<file path="config.mk">
export PLATFORM = sky130hd
export DESIGN_NAME = fetch_unit_flat
export DESIGN_NICKNAME = d
export VERILOG_FILES = /design/src/rtl/fetch_unit_if.sv /design/src/rtl/fetch_unit.sv /design/src/flat_wrapper.sv
export SDC_FILE = /design/constraint.sdc
export NUM_CORES = 1
export LEC_CHECK = 0
export BUFFER_PORTS_ARGS = -buffer_cell sky130_fd_sc_hd__buf_2
export CAP_MARGIN = 5
export CORE_MARGIN = 2
export CORE_UTILIZATION = 45
export CTS_CLUSTER_DIAMETER = 150
export DETAILED_ROUTE_END_ITERATION = 8
export PLACE_DENSITY = 0.79
export SLEW_MARGIN = 20
export SYNTH_ARGS = -nofsm -noshare
export SYNTH_HDL_FRONTEND = slang
export SYNTH_SLANG_ARGS = --single-unit
</file>
<file path="constraint.sdc">
create_clock -name clk -period 3.9 [get_ports clk]
set_input_delay 0.585 -clock clk [delete_from_list [all_inputs] [get_ports clk]]
set_output_delay 0.585 -clock clk [all_outputs]
set_load 0.02 [all_outputs]
</file>
<file path="src/rtl/fetch_unit_if.sv">
// Bus bundles for the fetch stage: instruction-memory request/response and the
// decode/datapath side (current instruction out, retire/redirect in).

interface fetch_imem_if;
    logic        req;
    logic [31:0] addr;
    logic        ack;
    logic [31:0] rdata;

    modport master (output req, addr, input ack, rdata);
    modport slave  (input req, addr, output ack, rdata);
endinterface

interface fetch_dp_if;
    logic [31:0] instr;
    logic [5:0]  op;
    logic        instr_valid;
    logic [31:0] pc;
    logic [31:0] pcplus4;
    logic        advance;
    logic        redirect;
    logic [31:0] redirect_pc;
    logic        fault;
    logic [31:0] fault_pc;

    modport master (output instr, op, instr_valid, pc, pcplus4, fault, fault_pc,
                    input  advance, redirect, redirect_pc);
    modport slave  (input  instr, op, instr_valid, pc, pcplus4, fault, fault_pc,
                    output advance, redirect, redirect_pc);
endinterface

</file>
<file path="src/rtl/fetch_unit.sv">
// MIPS instruction fetch stage: holds the PC, fetches one word per instruction over
// a req/ack handshake and presents it to decode until the datapath retires it.

module fetch_unit #(
    parameter logic [31:0] RESET_PC   = 32'h0000_0000,
    parameter int          WAIT_LIMIT = 16
) (
    input  logic          clk,
    input  logic          reset,
    fetch_imem_if.master  imem,
    fetch_dp_if.master    dp
);

    localparam int CNT_W = (WAIT_LIMIT > 1) ? $clog2(WAIT_LIMIT) : 1;
    localparam logic [CNT_W-1:0] LAST_WAIT = CNT_W'(WAIT_LIMIT - 1);

    typedef enum logic [1:0] {
        ST_IDLE,
        ST_FETCH,
        ST_HOLD,
        ST_FAULT
    } state_t;

    state_t           r_state;
    logic [31:0]      r_pc;
    logic [31:0]      r_instr;
    logic [CNT_W-1:0] r_wait_cnt;
    logic [31:0]      r_fault_pc;
    logic             r_req;
    logic             r_valid;
    logic             r_fault;
    logic [31:0]      w_pcplus4;

    assign w_pcplus4 = r_pc + 32'd4;

    // Flag outputs are registered alongside the state so they always match it.
    // NOTE: all state here uses non-blocking assignments so every branch sees the
    // pre-edge values of r_pc/r_wait_cnt regardless of statement order.
    always_ff @(posedge clk or posedge reset) begin
        if (reset) begin
            r_state    <= ST_IDLE;
            r_pc       <= RESET_PC;
            r_instr    <= '0;
            r_wait_cnt <= '0;
            r_fault_pc <= '0;
            r_req      <= 1'b0;
            r_valid    <= 1'b0;
            r_fault    <= 1'b0;
        end else begin
            case (r_state)
                ST_IDLE: begin
                    r_state    <= ST_FETCH;
                    r_req      <= 1'b1;
                    r_wait_cnt <= '0;
                end
                ST_FETCH: begin
                    if (imem.ack) begin
                        r_instr    <= imem.rdata;
                        r_state    <= ST_HOLD;
                        r_req      <= 1'b0;
                        r_valid    <= 1'b1;
                        r_wait_cnt <= '0;
                    end else if (r_wait_cnt == LAST_WAIT) begin
                        // Exactly WAIT_LIMIT ack-less cycles have elapsed.
                        r_state    <= ST_FAULT;
                        r_req      <= 1'b0;
                        r_fault    <= 1'b1;
                        r_fault_pc <= r_pc;
                    end else begin
                        r_wait_cnt <= r_wait_cnt + 1'b1;
                    end
                end
                ST_HOLD: begin
                    if (dp.advance) begin
                        if (!dp.redirect) begin
                            r_pc    <= w_pcplus4;
                            r_state <= ST_FETCH;
                            r_req   <= 1'b1;
                            r_valid <= 1'b0;
                        end else if (dp.redirect_pc[1:0] == 2'b00) begin
                            r_pc    <= dp.redirect_pc;
                            r_state <= ST_FETCH;
                            r_req   <= 1'b1;
                            r_valid <= 1'b0;
                        end else begin
                            // Misaligned target: pc keeps the branch's own address.
                            r_state    <= ST_FAULT;
                            r_valid    <= 1'b0;
                            r_fault    <= 1'b1;
                            r_fault_pc <= dp.redirect_pc;
                        end
                    end
                end
                ST_FAULT: begin
                    r_state <= ST_FAULT;
                end
                default: begin
                    r_state <= ST_FAULT;
                    r_req   <= 1'b0;
                    r_valid <= 1'b0;
                    r_fault <= 1'b1;
                end
            endcase
        end
    end

    assign imem.req       = r_req;
    assign imem.addr      = r_pc;
    assign dp.instr       = r_instr;
    assign dp.op          = r_instr[31:26];
    assign dp.instr_valid = r_valid;
    assign dp.pc          = r_pc;
    assign dp.pcplus4     = w_pcplus4;
    assign dp.fault       = r_fault;
    assign dp.fault_pc    = r_fault_pc;

endmodule

</file>
<file path="src/flat_wrapper.sv">
// flat-port wrapper written by rule: the top's interface ports become plain ports
module fetch_unit_flat 
#(
    parameter logic [31:0] RESET_PC   = 32'h0000_0000,
    parameter int          WAIT_LIMIT = 16
)
  (clk, reset, imem_req, imem_addr, imem_ack, imem_rdata, dp_instr, dp_op, dp_instr_valid, dp_pc, dp_pcplus4, dp_fault, dp_fault_pc, dp_advance, dp_redirect, dp_redirect_pc);
  fetch_imem_if imem_i ();
  fetch_dp_if dp_i ();
  input  logic clk;
  input  logic reset;
  output wire logic [$bits(imem_i.req)-1:0] imem_req;
  output wire logic [$bits(imem_i.addr)-1:0] imem_addr;
  input wire logic [$bits(imem_i.ack)-1:0] imem_ack;
  input wire logic [$bits(imem_i.rdata)-1:0] imem_rdata;
  output wire logic [$bits(dp_i.instr)-1:0] dp_instr;
  output wire logic [$bits(dp_i.op)-1:0] dp_op;
  output wire logic [$bits(dp_i.instr_valid)-1:0] dp_instr_valid;
  output wire logic [$bits(dp_i.pc)-1:0] dp_pc;
  output wire logic [$bits(dp_i.pcplus4)-1:0] dp_pcplus4;
  output wire logic [$bits(dp_i.fault)-1:0] dp_fault;
  output wire logic [$bits(dp_i.fault_pc)-1:0] dp_fault_pc;
  input wire logic [$bits(dp_i.advance)-1:0] dp_advance;
  input wire logic [$bits(dp_i.redirect)-1:0] dp_redirect;
  input wire logic [$bits(dp_i.redirect_pc)-1:0] dp_redirect_pc;
  assign imem_req = imem_i.req;
  assign imem_addr = imem_i.addr;
  assign imem_i.ack = imem_ack;
  assign imem_i.rdata = imem_rdata;
  assign dp_instr = dp_i.instr;
  assign dp_op = dp_i.op;
  assign dp_instr_valid = dp_i.instr_valid;
  assign dp_pc = dp_i.pc;
  assign dp_pcplus4 = dp_i.pcplus4;
  assign dp_fault = dp_i.fault;
  assign dp_fault_pc = dp_i.fault_pc;
  assign dp_i.advance = dp_advance;
  assign dp_i.redirect = dp_redirect;
  assign dp_i.redirect_pc = dp_redirect_pc;
  fetch_unit #(.RESET_PC(RESET_PC), .WAIT_LIMIT(WAIT_LIMIT)) u_core (.clk(clk), .reset(reset), .imem(imem_i), .dp(dp_i));
endmodule
</file>
**Word level (Yosys, flattened, before mapping)**

Cells that the tools add are included.
Widths: inputs -> output; s select.

- Register bits: 105
- Input port bits: 69
- Logic and storage cells: 68

- Add/subtract/negate cells: 2
- Equal/unequal tests: 14
- Reductions and logical operators: 12
- Muxes and demuxes: 32

Operators by type and width:

| operator | count |
|---|---|
| $mux 32 | 7 |
| $pmux 32 s2 | 1 |
| $add 32x3->32 const B | 1 |
| $mux 1 | 12 |
| $mux 2 | 5 |
| $ne 2x2->1 const B | 5 |
| $mux 4 | 2 |
| $pmux 2 s4 | 1 |
| $pmux 4 s2 | 1 |
| $ne 3x2->1 const B | 2 |
| $reduce_and 2->1 | 3 |
| $reduce_and 3->1 | 2 |
| $reduce_and 6->1 | 1 |
| $add 4x1->4 const B | 1 |
| $eq 2x2->1 const B | 2 |
| $eq 4x4->1 const B | 1 |
| $logic_not 2->1 | 2 |
| $ne 2x1->1 const B | 2 |
| $pmux 1 s2 | 2 |
| $reduce_and 4->1 | 1 |
| $reduce_bool 2->1 | 2 |
| $ne 3x3->1 const B | 1 |
| $pmux 1 s3 | 1 |
| $reduce_bool 3->1 | 1 |
| $eq 2x1->1 const B | 1 |

**Logic depth before layout (Yosys ltp)**

- Word-level depth: 5
- Depth in mapped cells: 7
- Mapped depth without buffers: 5

**Least setup slack after synthesis**

OpenSTA, ideal clock, no wires.

- Path type: reg2out
- From: reg u_core.r_pc[3] (netlist: u_core.dp.pc[3])
- To: out dp_pcplus4[28]
- Path buffers: 1
- Cell stages (with the launch flop): 7
- Data arrival time: 2.439 ns
- Setup slack: 0.876 ns
- Cell sequence: dfrtp_1 > ha_1 > nand3_4 > or4_4 > buf_6 > or3_4 > xnor2_1

- Cells in the longest elaborated chain, start to end: 1

Ends and longest elaborated chain:

| what | line | RTL |
|---|---|---|
| start, declared | fetch_unit.sv:25 | `logic [31:0] r_pc;` |
| start signal, assigned | fetch_unit.sv:76 | `r_pc <= w_pcplus4;` |
| start signal, assigned | fetch_unit.sv:81 | `r_pc <= dp.redirect_pc;` |
| $add 32x3->32 | fetch_unit.sv:34 | `assign w_pcplus4 = r_pc + 32'd4;` |
| end, declared | flat_wrapper.sv:20 | `output wire logic [$bits(dp_i.pcplus4)-1:0] dp_pcplus4;` |

Every way passes these cells.

**Worst setup path after layout**

- From: reg u_core.r_pc[14] (netlist: u_core.dp.pc[14])
- To: out dp_pcplus4[25]

Same word-level chain as after synthesis.

==> results.md <==
| Group | Metric | Value |
| --- | --- | --- |
| pwr | Leakage power summed over all cells | 3.48 nW |
| layout | Most frequent standard cell in the layout excluding fill and tap cells | sky130_fd_sc_hd__buf_2 |
| sta | Setup TNS | 0 ns |
| pwr | Internal power | 2.15 mW |
| sta | Setup repair after global routing missed its margin | no |
| synth | Top post-synthesis cells by area | sky130_fd_sc_hd__dfrtp_1 44%, sky130_fd_sc_hd__mux2_2 6.0%, sky130_fd_sc_hd__nand2_1 6.0% |
| die | Core Footprint | 0.0131 mm² |
| synth | Ys flop type | sky130_fd_sc_hd__dfrtp_1 |
| route | Iter 0 DRT Violations | 653 |
| grt | First-pass GRT wire length | 27,700 µm |
| placed design | Quantity of I/O buffers inserted on ports | 237 |
| layout | Layout area overhead | 22.1% |
| layout | FF+latch area | 0.00263 mm² |
| die | I/O pin count | 238 |
| synth | Cells after Synth | 667 |
| sta | Tightest slew margin relative to the limit | 0.364 |
| worst setup path | Flop-to-flop setup slack | 1.49 ns |
| worst setup path | Required arrival time at the worst endpoint | 3.31 ns |
| synth | Dominant cell type by area after synthesis | sky130_fd_sc_hd__dfrtp_1 |
| sta | Final Max Slew Viols | 0 |
| synth | Library cells used by synthesis | 54 |
| pwr | Seq pwr share | 0.431 |
| clocking | Post-CTS setup buffer count | 0 |
| sta | Setup clock skew after layout | 0.0104 ns |
| sta | Share of the cycle needed by the critical path after routing | 0.853 |
| status | Result of the run | finished, final reports clean |
| sta | Final setup violating endpoints | 0 |
| synth | Post-Synthesis Cell Area | 0.00597 mm² |
| placed design | Post-DP HPWL | 12,600 µm |
| worst setup path | Cells on worst reg2reg path | 5 |
| clocking | Post-cts sizing count | 0 |
| die | Number of placement rows | 42 |
| clocking | Clock tree from TritonCTS | done |
| clocking | CTS Hold Bufs | 0 |
| pwr | Power share of the clock group | 0.254 |
| synth | Average cell area after synthesis | 8.95 µm² |
| sta | Max Fclk | 301 MHz |
| grt | Global-route usage over all layers | 0.246 |
| min path | Worst hold path type | primary input to asynchronous set/reset pin |
| job | Total of max-cap violations | 0 |
| die | Horizontal die dimension | 119 µm |
| worst setup path | Timing startpoint of the critical path | u_core.dp.pc[14]$_DFFE_PP0P_ |
| pwr | Combinational share of power | 0.315 |
| synth | Synthesized net count | 738 |
| clocking | Clock root buffer | sky130_fd_sc_hd__clkbuf_16 |
| sta | Min Tclk post-route | 3.33 ns |
| grt | Number of antenna violations at the first check in global routing | 0 |
| worst setup path | Critical path capture point type | primary output |
| worst setup path | Crit Path Category | register to primary output |
| route | Total vias in the final route | 5,666 |
| sta | Slew @ Worst Pin | 0.954 ns |
| route | Detailed-route DRC error count | 0 |
| die | Starting utilization of the core area | 0.456 |
| worst setup path | Worst reg2reg path endpoint | u_core.dp.pc[28]$_DFFE_PP0P_ |
| worst setup path | Kind of start point of the critical path | register |
| layout | Ratio of cells with drive above 1 in the final layout | 0.373 |
| pwr | Overall power | 3.43 mW |
| synth | Top cell type's share of synthesized area | 0.440 |
| clocking | Clock-pin slew of the registers on the worst-case setup and hold paths | 0.08 ns |
| route | Routed vias/inst | 5.58 |
| pwr | Sw Share | 0.373 |
| synth | Proportion of synthesized chip area in sequential cells | 0.440 |
| route | Initial DRT Pass Iterations | 8 |
| worst setup path | Startpoint of the lowest-slack register-to-register path | u_core.dp.pc[2]$_DFFE_PP0P_ |
| grt | Final global-route overflow total | 0 |
| layout | Multi-input gate area in the final layout | 0.00279 mm² |
| pwr | Power density relative to cell area | 471 mW/mm² |
| layout | Most frequent cells in the layout | 237 x sky130_fd_sc_hd__buf_2, 105 x sky130_fd_sc_hd__dfrtp_1, 95 x sky130_fd_sc_hd__nand2_1, 58 x sky130_fd_sc_hd__nor2_1, 52 x sky130_fd_sc_hd__a31oi_1 |
| route | Final WL | 17,600 µm |
| synth | FFs w/ async S/R, synth | 1.00 |
| clocking | Inserted Clock Buffers | 9 |
| pwr | Power spent charging and discharging nets | 1.28 mW |
| die | Floorplan die height | 119 µm |
| clocking | Buffer depth of the longest clock path | 2 |
| layout | Number of nets in the finished design | 905 |
| worst setup path | Arr. time, crit path | 2.74 ns |
| synth | Yosys warning count | 0 |
| worst setup path | Maximum fanout along the worst path | 13 |
| clocking | Clock latency reported for the late side of the worst-skew pair | 0.35 ns |
| grt | Vias in the first global route | 5,122 |
| die | Die area | 0.0142 mm² |
| route | Number of nets with antenna violations after detailed routing | 0 |
| grt | Pin count of the biggest net entering global routing | 70 |
| synth | Number of enable flip-flop cells after synthesis | 0 |
| clocking | Htree depth | 3 |
| pwr | Worst ir drop on vdd | 229 µV |
| synth | Count of state elements after synthesis | 105 |
| placed design | Routability-driven placement congestion ratio | 0.860 |
| worst setup path | Crit path to | dp_pcplus4[25] |
| layout | FILL cells | 1,140 |
| route | Avg WL per Cell | 17.3 µm |
| sta | Final count of hold timing violations | 0 |
| clocking | Sink count of the clock tree | 105 |
## sequential cells by signal, indices dropped and copies added (netlist names)
register,cells
u_core.dp.pc,32
u_core.dp.instr_valid,1
u_core.dp.instr,32
u_core.imem.req,1
u_core.dp.fault_pc,32
u_core.r_state,2
u_core.r_wait_cnt,4
u_core.dp.fault,1
## power groups by stage
stage	sequential (mW)	clock [mW]	combinational, mW
2_1_floorplan	1.73	0	0.496
3_3_place_gp	1.49	0	1.08
3_5_place_dp	1.50	0	1.09
4_1_cts	1.48	0.884	1.09
5_1_grt	1.51	0.933	1.16
6_report	1.48	0.870	1.08
## worst min-delay path by stage
stage / from / to / slack (ns) / cells past startpoint
2_1_floorplan: u_core.r_wait_cnt[0]$_DFFE_PP0P_ / u_core.r_wait_cnt[0]$_DFFE_PP0P_ / 0.47 / 1
3_3_place_gp: u_core.dp.instr_valid$_DFFE_PP0P_ / u_core.dp.instr_valid$_DFFE_PP0P_ / 0.46 / 2
3_5_place_dp: u_core.dp.instr_valid$_DFFE_PP0P_ / u_core.dp.instr_valid$_DFFE_PP0P_ / 0.47 / 2
4_1_cts: reset / u_core.dp.fault_pc[17]$_DFFE_PP0P_ / 0.30 / 2
5_1_grt: reset / u_core.dp.fault_pc[17]$_DFFE_PP0P_ / 0.34 / 2
6_report: reset / u_core.dp.fault_pc[18]$_DFFE_PP0P_ / 0.28 / 2
## cells in the mapped netlist, types with 2 or more instances
| master | count |
|---|---|
| sky130_fd_sc_hd__o2bb2ai_1 | 7 |
| sky130_fd_sc_hd__nor3_1 | 9 |
| sky130_fd_sc_hd__o211ai_1 | 13 |
| sky130_fd_sc_hd__nor2_1 | 58 |
| sky130_fd_sc_hd__and4_1 | 6 |
| sky130_fd_sc_hd__nor4_1 | 12 |
| sky130_fd_sc_hd__o31ai_1 | 2 |
| sky130_fd_sc_hd__buf_2 | 6 |
| sky130_fd_sc_hd__a31oi_1 | 52 |
| sky130_fd_sc_hd__a22oi_1 | 4 |
| sky130_fd_sc_hd__o21a_1 | 2 |
| sky130_fd_sc_hd__nor2b_1 | 2 |
| sky130_fd_sc_hd__inv_1 | 17 |
| sky130_fd_sc_hd__and3_1 | 5 |
| sky130_fd_sc_hd__mux2_2 | 32 |
| sky130_fd_sc_hd__nand4_1 | 14 |
| sky130_fd_sc_hd__and2_1 | 2 |
| sky130_fd_sc_hd__nand2b_1 | 2 |
| sky130_fd_sc_hd__nand2_1 | 95 |
| sky130_fd_sc_hd__a311o_1 | 6 |
| sky130_fd_sc_hd__o21ai_0 | 23 |
| sky130_fd_sc_hd__xnor2_1 | 21 |
| sky130_fd_sc_hd__o22a_1 | 2 |
| sky130_fd_sc_hd__clkbuf_1 | 42 |
| sky130_fd_sc_hd__buf_1 | 3 |
| sky130_fd_sc_hd__xor2_1 | 7 |
| sky130_fd_sc_hd__dfrtp_1 | 105 |
| sky130_fd_sc_hd__ha_1 | 2 |
| sky130_fd_sc_hd__nand3b_1 | 2 |
| sky130_fd_sc_hd__buf_4 | 42 |
| sky130_fd_sc_hd__a21boi_0 | 3 |
| sky130_fd_sc_hd__a211o_1 | 3 |
| sky130_fd_sc_hd__mux2i_1 | 2 |
| sky130_fd_sc_hd__or3_1 | 4 |
| sky130_fd_sc_hd__nand3_1 | 26 |
| sky130_fd_sc_hd__a21oi_1 | 14 |
| sky130_fd_sc_hd__a32oi_1 | 2 |
| sky130_fd_sc_hd__o311ai_0 | 2 |
## worst max-delay path: stages, from the launching register on
cell and delay [ns]:
sky130_fd_sc_hd__dfrtp_1 0.56, sky130_fd_sc_hd__nand4_1 0.32, sky130_fd_sc_hd__nor3_1 0.74, sky130_fd_sc_hd__nand4_1 0.26, sky130_fd_sc_hd__xnor2_1 0.29, sky130_fd_sc_hd__buf_2 0.22
## per-stage QoR
stage | setup slack [ns] | hold slack (ns) | instance area, µm² | cells | utilization
after floorplan | 0.554 | 0.471 | 5970 | 667 | -
after global placement | 0.998 | 0.463 | 7000 | 999 | 0.535
after detailed placement | 0.973 | 0.475 | 7010 | 999 | 0.535
after CTS | 0.586 | 0.304 | 7280 | 1015 | 0.557
after global routing | 0.328 | 0.337 | 7280 | 1015 | 0.557
final | 0.573 | 0.282 | 7290 | 1016 | 0.557
## routing by layer
metal / wire length (µm) / GRT usage / vias up
li1: - / - / 2664
met1: 7390 / 0.324 / 2694
met2: 8460 / 0.415 / 286
met3: 1470 / 0.0421 / 22
met4: 271 / 0.0766 / 0
met5: 0 / 0 / -
## cell families after synthesis
group / count (synthesis) / share of synthesized area
AOI/OAI and AO/OA: 139 / 0.155
xor gates and xnor gates: 28 / 0.0411
adders and majority gates: 2 / 0.00419
buffers and inverters: 112 / 0.0994
DFF: 105 / 0.440
muxes: 34 / 0.0637
and+or+nand+nor: 247 / 0.196
## layout make-up
| class | count | area share |
|---|---|---|
| clock inverter | 7 | 0.00738 |
| inverter | 18 | 0.00962 |
| sequential | 105 | 0.361 |
| antenna | 1 | 0.000343 |
| tap | 176 | 0.0302 |
| multi-input combinational | 450 | 0.383 |
| clock buffer | 9 | 0.0309 |
| timing repair buffer | 250 | 0.178 |
Power figures use the tool's default switching activity.
